==> config.mk <==
export PLATFORM = sky130hd
export DESIGN_NAME = cpu_run_ctrl
export DESIGN_NICKNAME = d
export VERILOG_FILES = /design/src/rtl/cpu_run_ctrl.sv
export SDC_FILE = /design/constraint.sdc
export NUM_CORES = 1
export LEC_CHECK = 0
export CAP_MARGIN = 10
export CORE_UTILIZATION = 51
export DETAILED_ROUTE_END_ITERATION = 12
export DONT_BUFFER_PORTS = 1
export PLACE_DENSITY = 0.69
export SETUP_SLACK_MARGIN = 0.4
export SLEW_MARGIN = 20
export SYNTH_ARGS = -nofsm -noshare
export SYNTH_HDL_FRONTEND = slang
export SYNTH_SLANG_ARGS = --single-unit
==> constraint.sdc <==
create_clock -name clk -period 1.6 [get_ports clk]
set_input_delay 0.48 -clock clk [delete_from_list [all_inputs] [get_ports clk]]
set_output_delay 0.48 -clock clk [all_outputs]
set_load 0.05 [all_outputs]
==> src/rtl/cpu_run_ctrl.sv <==
`default_nettype none
// ---------------------------------------------------------------------------
// cpu_run_ctrl: run/stop/step sequencer gating the CPU T-state clock enable.
// Rev 1.0. Optional breakpoint compare built when CPU_BREAKPOINT_EN is defined.
// ---------------------------------------------------------------------------
module cpu_run_ctrl #(
  parameter int PC_W        = 4,
  parameter int STAGE_W     = 3,
  parameter int HALT_STAGE  = 6,
  parameter int CNT_W       = 16,
  parameter int SYNC_STAGES = 2
) (
  input  logic               clk,
  input  logic               rst_n,
  input  logic               tick,
  input  logic               btn_run,
  input  logic               btn_stop,
  input  logic               btn_step_t,
  input  logic               btn_step_i,
  input  logic [STAGE_W-1:0] cpu_stage,
  input  logic [PC_W-1:0]    cpu_pc,
  input  logic               bp_en,
  input  logic [PC_W-1:0]    bp_addr,
  output logic               cpu_ce,
  output logic [2:0]         mode,
  output logic               running,
  output logic               halted,
  output logic               bp_hit,
  output logic [CNT_W-1:0]   instr_cnt
);

  typedef enum logic [2:0] {
    ST_STOPPED = 3'd0,
    ST_RUN     = 3'd1,
    ST_STEP_T  = 3'd2,
    ST_STEP_I  = 3'd3,
    ST_HALTED  = 3'd4
  } state_t;

  localparam int CMD_STOP   = 0;
  localparam int CMD_STEP_T = 1;
  localparam int CMD_STEP_I = 2;
  localparam int CMD_RUN    = 3;

  state_t                            state_q, state_d;
  logic                              ce_q, ce_d;
  logic                              ce_seen_q;
  logic                              issued_q, issued_d;
  logic                              bp_hit_q, bp_hit_d;
  logic [CNT_W-1:0]                  cnt_q;
  logic [SYNC_STAGES-1:0][3:0]       sync_q;
  logic [3:0]                        prev_q;
  logic [3:0]                        cmd_q;
  logic [3:0]                        btn_w;
  logic                              retire_w;
  logic                              halt_w;
  logic                              active_w;
  logic                              bp_match_w;

  assign btn_w = {btn_run, btn_step_i, btn_step_t, btn_stop};

  // Synchroniser chain followed by a registered rising-edge pulse per command.
  always_ff @(posedge clk or negedge rst_n) begin
    if (!rst_n) begin
      sync_q <= '0;
      prev_q <= '0;
      cmd_q  <= '0;
    end else begin
      sync_q <= {sync_q[SYNC_STAGES-2:0], btn_w};
      prev_q <= sync_q[SYNC_STAGES-1];
      cmd_q  <= sync_q[SYNC_STAGES-1] & ~prev_q;
    end
  end

  assign active_w = (state_q == ST_RUN) || (state_q == ST_STEP_T) || (state_q == ST_STEP_I);
  assign retire_w = ce_seen_q && (cpu_stage == '0);
  assign halt_w   = active_w && (cpu_stage == STAGE_W'(HALT_STAGE));

`ifdef CPU_BREAKPOINT_EN
  assign bp_match_w = retire_w && bp_en && (cpu_pc == bp_addr);
`else
  logic unused_bp_w;
  assign unused_bp_w = ^{cpu_pc, bp_en, bp_addr};
  assign bp_match_w  = 1'b0;
`endif

  always_comb begin
    state_d  = state_q;
    ce_d     = 1'b0;
    bp_hit_d = 1'b0;
    issued_d = issued_q;
    if (halt_w) begin
      state_d = ST_HALTED;
    end else begin
      case (state_q)
        ST_STOPPED: begin
          if (cmd_q[CMD_STOP]) begin
            state_d = ST_STOPPED;
          end else if (cmd_q[CMD_STEP_T]) begin
            state_d = ST_STEP_T;
          end else if (cmd_q[CMD_STEP_I]) begin
            state_d  = ST_STEP_I;
            issued_d = 1'b0;
          end else if (cmd_q[CMD_RUN]) begin
            state_d = ST_RUN;
          end
        end
        ST_RUN: begin
          if (cmd_q[CMD_STOP]) begin
            state_d = ST_STOPPED;
          end else if (bp_match_w) begin
            state_d  = ST_STOPPED;
            bp_hit_d = 1'b1;
          end else begin
            ce_d = tick;
          end
        end
        ST_STEP_T: begin
          if (cmd_q[CMD_STOP]) begin
            state_d = ST_STOPPED;
          end else if (tick) begin
            ce_d    = 1'b1;
            state_d = ST_STOPPED;
          end
        end
        ST_STEP_I: begin
          // A retire only ends the step once this step has advanced the CPU.
          if (cmd_q[CMD_STOP]) begin
            state_d = ST_STOPPED;
          end else if (retire_w && issued_q) begin
            state_d = ST_STOPPED;
          end else if (tick) begin
            ce_d     = 1'b1;
            issued_d = 1'b1;
          end
        end
        ST_HALTED: state_d = ST_HALTED;
        default:   state_d = ST_STOPPED;
      endcase
    end
  end

  always_ff @(posedge clk or negedge rst_n) begin
    if (!rst_n) begin
      state_q   <= ST_STOPPED;
      ce_q      <= 1'b0;
      ce_seen_q <= 1'b0;
      issued_q  <= 1'b0;
      bp_hit_q  <= 1'b0;
      cnt_q     <= '0;
    end else begin
      state_q   <= state_d;
      ce_q      <= ce_d;
      ce_seen_q <= ce_q;
      issued_q  <= issued_d;
      bp_hit_q  <= bp_hit_d;
      if (retire_w && (cnt_q != '1)) begin
        cnt_q <= cnt_q + 1'b1;
      end
    end
  end

  assign cpu_ce    = ce_q;
  assign mode      = state_q;
  assign running   = active_w;
  assign halted    = (state_q == ST_HALTED);
  assign bp_hit    = bp_hit_q;
  assign instr_cnt = cnt_q;

endmodule
`default_nettype wire

======== Word level (Yosys, flattened, before mapping) ========
Index checks and enable logic that the tools add are counted.
operators by class
  shift operators ......................... 0
  $lt $le $gt $ge ......................... 0
  reductions and logical operators ........ 11
  multipliers ............................. 0
  mux-type cells .......................... 25
  add/sub/neg operators ................... 1
  equality and inequality tests ........... 16
  bitwise gates (word level) .............. 3
  div/mod/pow operators ................... 0
operators by type and width
  operator                 number
  $mux W3                  10
  $add A16 B1 Y16 const B  1
  $ne A16 B16 Y1 const B   1
  $pmux W3 S5              1
  $mux W1                  12
  $ne A2 B2 Y1 const B     6
  $reduce_and A8 Y1        1
  $eq A3 B2 Y1 const B     2
  $eq A3 B3 Y1 const B     2
  $logic_not A3 Y1         2
  $ne A6 B6 Y1 const B     1
  $and A4 B4 Y4            1
  $logic_and A1 B1 Y1      4
  $ne A4 B3 Y1 const B     1
  $ne A4 B4 Y1 const B     1
  $not A4 Y4               1
  $reduce_and A4 Y1        1
  $eq A3 B1 Y1 const B     1
  $ne A3 B3 Y1 const B     1
  $pmux W1 S3              1
  $logic_or A1 B1 Y1       2
  $pmux W1 S2              1
  $reduce_bool A2 Y1       1
  $not A1 Y1               1
storage, ports and cells
  RAM bits ................................ 0
  input port bits ......................... 19
  bits in read-only memories .............. 0
  word-level logic and storage cells ...... 65
  bits in registers ....................... 38
  memories kept ........................... 0
  latch bits .............................. 0

======== Depth between registers and ports, before layout ========
  depth after elaboration ................. 7
  gate-level depth with buffers ........... 6

======== Worst setup path before layout ========
OpenSTA, ideal clock, no wires.
  kind .................................... register to register
  from .................................... register state_q[0] (netlist: mode[0])
  to ...................................... register state_q[1] (netlist: mode[1])
  period minus slack after synthesis ...... 2011 ps
  slack ................................... -411 ps
  required time ........................... 1516 ps
  library setup time ...................... 84 ps
  arrival time ............................ 1927 ps
  cell stages (with the launch flop) ...... 5
  path through ............................ dfrtp_1 -> nor2_1 -> nor2_1 -> nand3_1 -> o22ai_1
on the way
  cells in the longest elaborated chain, start to end .. 6
  elaborated cells on any way between the ends .. 15
  classes of those cells .................. eq/ne: 8; mux: 2; reduce/logical: 5
RTL lines
  element                                              line  RTL
  start: declaration                                   45    state_t state_q, state_d;
  start signal: assignment                             152   state_q <= state_d;
  $eq A3 B1 Y1 / $eq A3 B2 Y1 (equally long branches)  75    assign active_w = (state_q == ST_RUN) || (state_q == ST_STEP_T) || (state_q == ST_STEP_I);
  $logic_or A1 B1 Y1                                   75
  $logic_or A1 B1 Y1 *                                 75
  named net running                                    26    output logic running,
  $logic_and A1 B1 Y1 *                                77    assign halt_w = active_w && (cpu_stage == STAGE_W'(HALT_STAGE));
  $ne A6 B6 Y1 (no line) (tied with other cells)       -
  $reduce_and A4 Y1 (no line)                          -
The timed path passes the listed nets; every way through them passes the cells marked *.
A chain may end at the register's enable or synchronous reset.

======== Worst setup path in the final report ========
  from .................................... register state_q[0] (netlist: mode[0])
  to ...................................... output port halted
on the way
  cells in the longest elaborated chain, start to end .. 1
RTL lines
  element           line  RTL
  $eq A3 B3 Y1      166   assign halted = (state_q == ST_HALTED);
  end: declaration  27    output logic halted,
Every way passes these cells.

==> results by group <==
Clock network
  • Worst-skew pair later-pin latency: between 0.3 and 0.4 ns
  • H-tree Lvls: 2
  • Root buf cell: clkbuf_4
  • Clk sink count: 38
  • CTS tree: yes
  • TritonCTS buffer count: 5
  • Max clock buf depth: 2
  • Clk pin slew, worst setup/hold paths: 0.13 ns

Routing
  • DRC viols: 0
  • Wire length per cell: between 20 and 25 um
  • Initial DRC Count: 144
  • Via Count: about 1,400
  • Final WL: ~5.5 mm
  • Drt first pass iters: 4
  • Antenna viol nets, final: 0
  • Via density: 5.97

Logic synthesis
  • Synthesized instance count: about 130
  • Register bit total from synthesis: 38
  • Mapped cell area: ~0.0016 mm2
  • Post-Syn Nets: between 150 and 200
  • Top_reg_cell synth: dfrtp_1
  • Sequential area share after synthesis: roughly three fifths
  • Post-synth EDFFs: 0
  • Avg Inst Size Synth: between 10 and 15 um2
  • Ys Warns: 0
  • Post-synthesis cell type count: 41
  • Asr flop ratio synth: 100%

Critical path
  • Kind of critical path: flop to output port
  • Crit path DAT: ~1.2 ns
  • Worst Path Max Fanout: 2
  • CP required: around 1.1 ns
  • Crit end category: output port
  • Crit start category: flop

STA
  • RSZ-0062 raised after global routing: true
  • Post-route setup slack: -0.0962 ns
  • Final hold violations: 38
  • Max Transition Viols Final: 0
  • Fin crit period: approximately 1.7 ns
  • Clock skew: ~0.019 ns
  • Max Fclk: 0.590 GHz
  • Final setup vio count: 7
  • Final Cycle Share: 106%
  • Hold_ws: -0.215 ns

Placement
  • GPL Wtd Cong: roughly 0.85
  • Worst slack, placed: -0.0455 ns
  • Port-buffer cells: 0
  • Post-DP HPWL: between 2 and 2.5 mm

Finish
  • Area Overhead vs Synth: 64.2%
  • Ant diodes: 0
  • Nets: 217
  • Layout cell share with drive strength beyond 1: ~66%
  • Commonest non-fill, non-tap cell in the layout: buf_4
  • Most frequent cells in the layout: 23 x buf_4, 21 x buf_6, 19 x dfrtp_1, 19 x dfrtp_2, 14 x buf_8

Job
  • Max cap viols: 0

Floorplanning
  • Die Y: 58.5 um
  • Io pins: between 40 and 50
  • Row cnt: 20
  • Initial Util: a little over half
  • Core Region: 0.00303 mm2
  • Die Area: approximately 0.0034 mm2
  • Chip Width: just under 60 um

Global route
  • Vias in the first global route: between 1,000 and 1,500
  • GR Overflow Total: 0
  • Largest net degree at the start of global routing: 39
  • Global-route wire length before repair: approximately 6.9 mm
  • Initial antenna violation count: 0
  • Overall routing resource usage: 29.0%

Run status
  • Status: finished with violations
  • Failing checks: negative hold slack, negative setup slack

Power and ir drop
  • Pwr/cell area: between 1000 and 1500 mW/mm2
  • Worst VDD drop: slightly above 0.7 mV
  • Design Power: 2.99 mW
  • Leak pwr: ~1.2 nW

Min path
  • Worst hold path class: input pin to asynchronous set/reset pin
area by class of cell:
type                       instances  area [um2]
sequential                        38         975
multi-input combinational         88         853
timing repair buffer              63         719
fill                             119         358
tap                               44        55.1
clock buffer                       6        51.3
clock inverter                     2        12.5
inverter                           1        3.75
path summary, 6_finish.rpt:
| check | from | end | slack (ns) | cells past startpoint |
|---|---|---|---|---|
| worst max-delay path | mode[0]$_DFFE_PN0P_ | halted | -0.1 | 2 |
| max in group asynchronous | rst_n | instr_cnt[14]$_DFFE_PN0P_ | 1.70 | 0 |
| worst min-delay path | rst_n | mode[0]$_DFFE_PN0P_ | -0.22 | 0 |
| worst min register to register | sync_q[1]$_DFF_PN0_ | sync_q[5]$_DFF_PN0_ | 0.36 | 0 |
| worst max register to register | instr_cnt[1]$_DFFE_PN0P_ | instr_cnt[1]$_DFFE_PN0P_ | -0.03 | 5 |
| min in group clk | btn_run | sync_q[3]$_DFF_PN0_ | 0.15 | 0 |
cell usage after synthesis, types with 2 or more instances:
cell / instances / share of area, %
o21ai_0: 4 / 1.2
a21o_1: 2 / 0.92
and2_1: 2 / 0.77
xnor2_1: 2 / 1.1
xor2_1: 8 / 4.3
nand2_1: 5 / 1.2
nor2_1: 6 / 1.4
a21oi_1: 8 / 2.5
and3_4: 2 / 1.4
a31oi_1: 2 / 0.77
and4_1: 2 / 1.1
nand4_1: 8 / 3.1
buf_4: 2 / 0.92
and3_2: 2 / 0.92
nand3_1: 7 / 2.2
dfrtp_1: 38 / 58
mux2i_1: 2 / 1.2
nor3_1: 3 / 0.92
nor2b_1: 4 / 1.5
worst max-delay path, stage by stage, from the launching register on:
cell and delay [ns]:
dfrtp_2 0.45, nor2_4 0.15, and2_4 0.26
metal layers:
| metal | track usage [%] | vias to the layer above | share of wire, % |
|---|---|---|---|
| li1 | - | 602 | - |
| met1 | 32.6 | 746 | 36 |
| met2 | 50.1 | 73 | 53 |
| met3 | 8.13 | 23 | 6.6 |
| met4 | 15.3 | 0 | 4.0 |
| met5 | 0 | - | 0 |
cells by family after synthesis:
logic type | after synthesis | share of synthesized area, %
other | 1 | 0.231
adders and majority gates | 1 | 0.769
AOI/OAI and AO/OA | 19 | 7.85
DFF | 38 | 58.5
buffers and inverters | 5 | 2.31
muxes | 4 | 2.85
xor gates and xnor gates | 10 | 5.38
and+or+nand+nor | 53 | 22.2
through the flow:
stage	cells	hold WS (ns)	instance area [um2]	util, %	TNS (ns)
4_1_cts	228	-0.213	2500	82.6	-0.117
3_5_place_dp	197	0.185	1930	63.6	-0.148
3_3_place_gp	197	0.185	1930	63.6	-0.0581
6_report	242	-0.215	2670	88.2	-0.217
5_1_grt	242	-0.234	2670	88.2	-0.670
2_1_floorplan	131	0.184	1720	-	-0.197
what timing repair did:
| item | CTS | global route |
|---|---|---|
| pin swaps | 26 | 13 |
| buffers inserted | 23 | 14 |
| resized for setup | 79 | 14 |
| cloned | 0 | 0 |
| hold endpoints to repair | 38 | 38 |
| setup endpoints to repair | 42 | 42 |
flip-flops by register name, summed over array words and instances (netlist names):
| name | count |
|---|---|
| instr_cnt | 16 |
| sync_q | 8 |
| cmd_q | 4 |
| prev_q | 4 |
| mode | 3 |
| ce_seen_q | 1 |
| cpu_ce | 1 |
| issued_q | 1 |
where the power goes:
| part | switching [mW] | total [mW] | internal [mW] |
|---|---|---|---|
| Clock | 0.350 | 0.562 | 0.211 |
| Sequential | 0.152 | 1.22 | 1.07 |
| Combinational | 0.634 | 1.20 | 0.569 |
No activity file was read; power rests on OpenSTA's default activity.
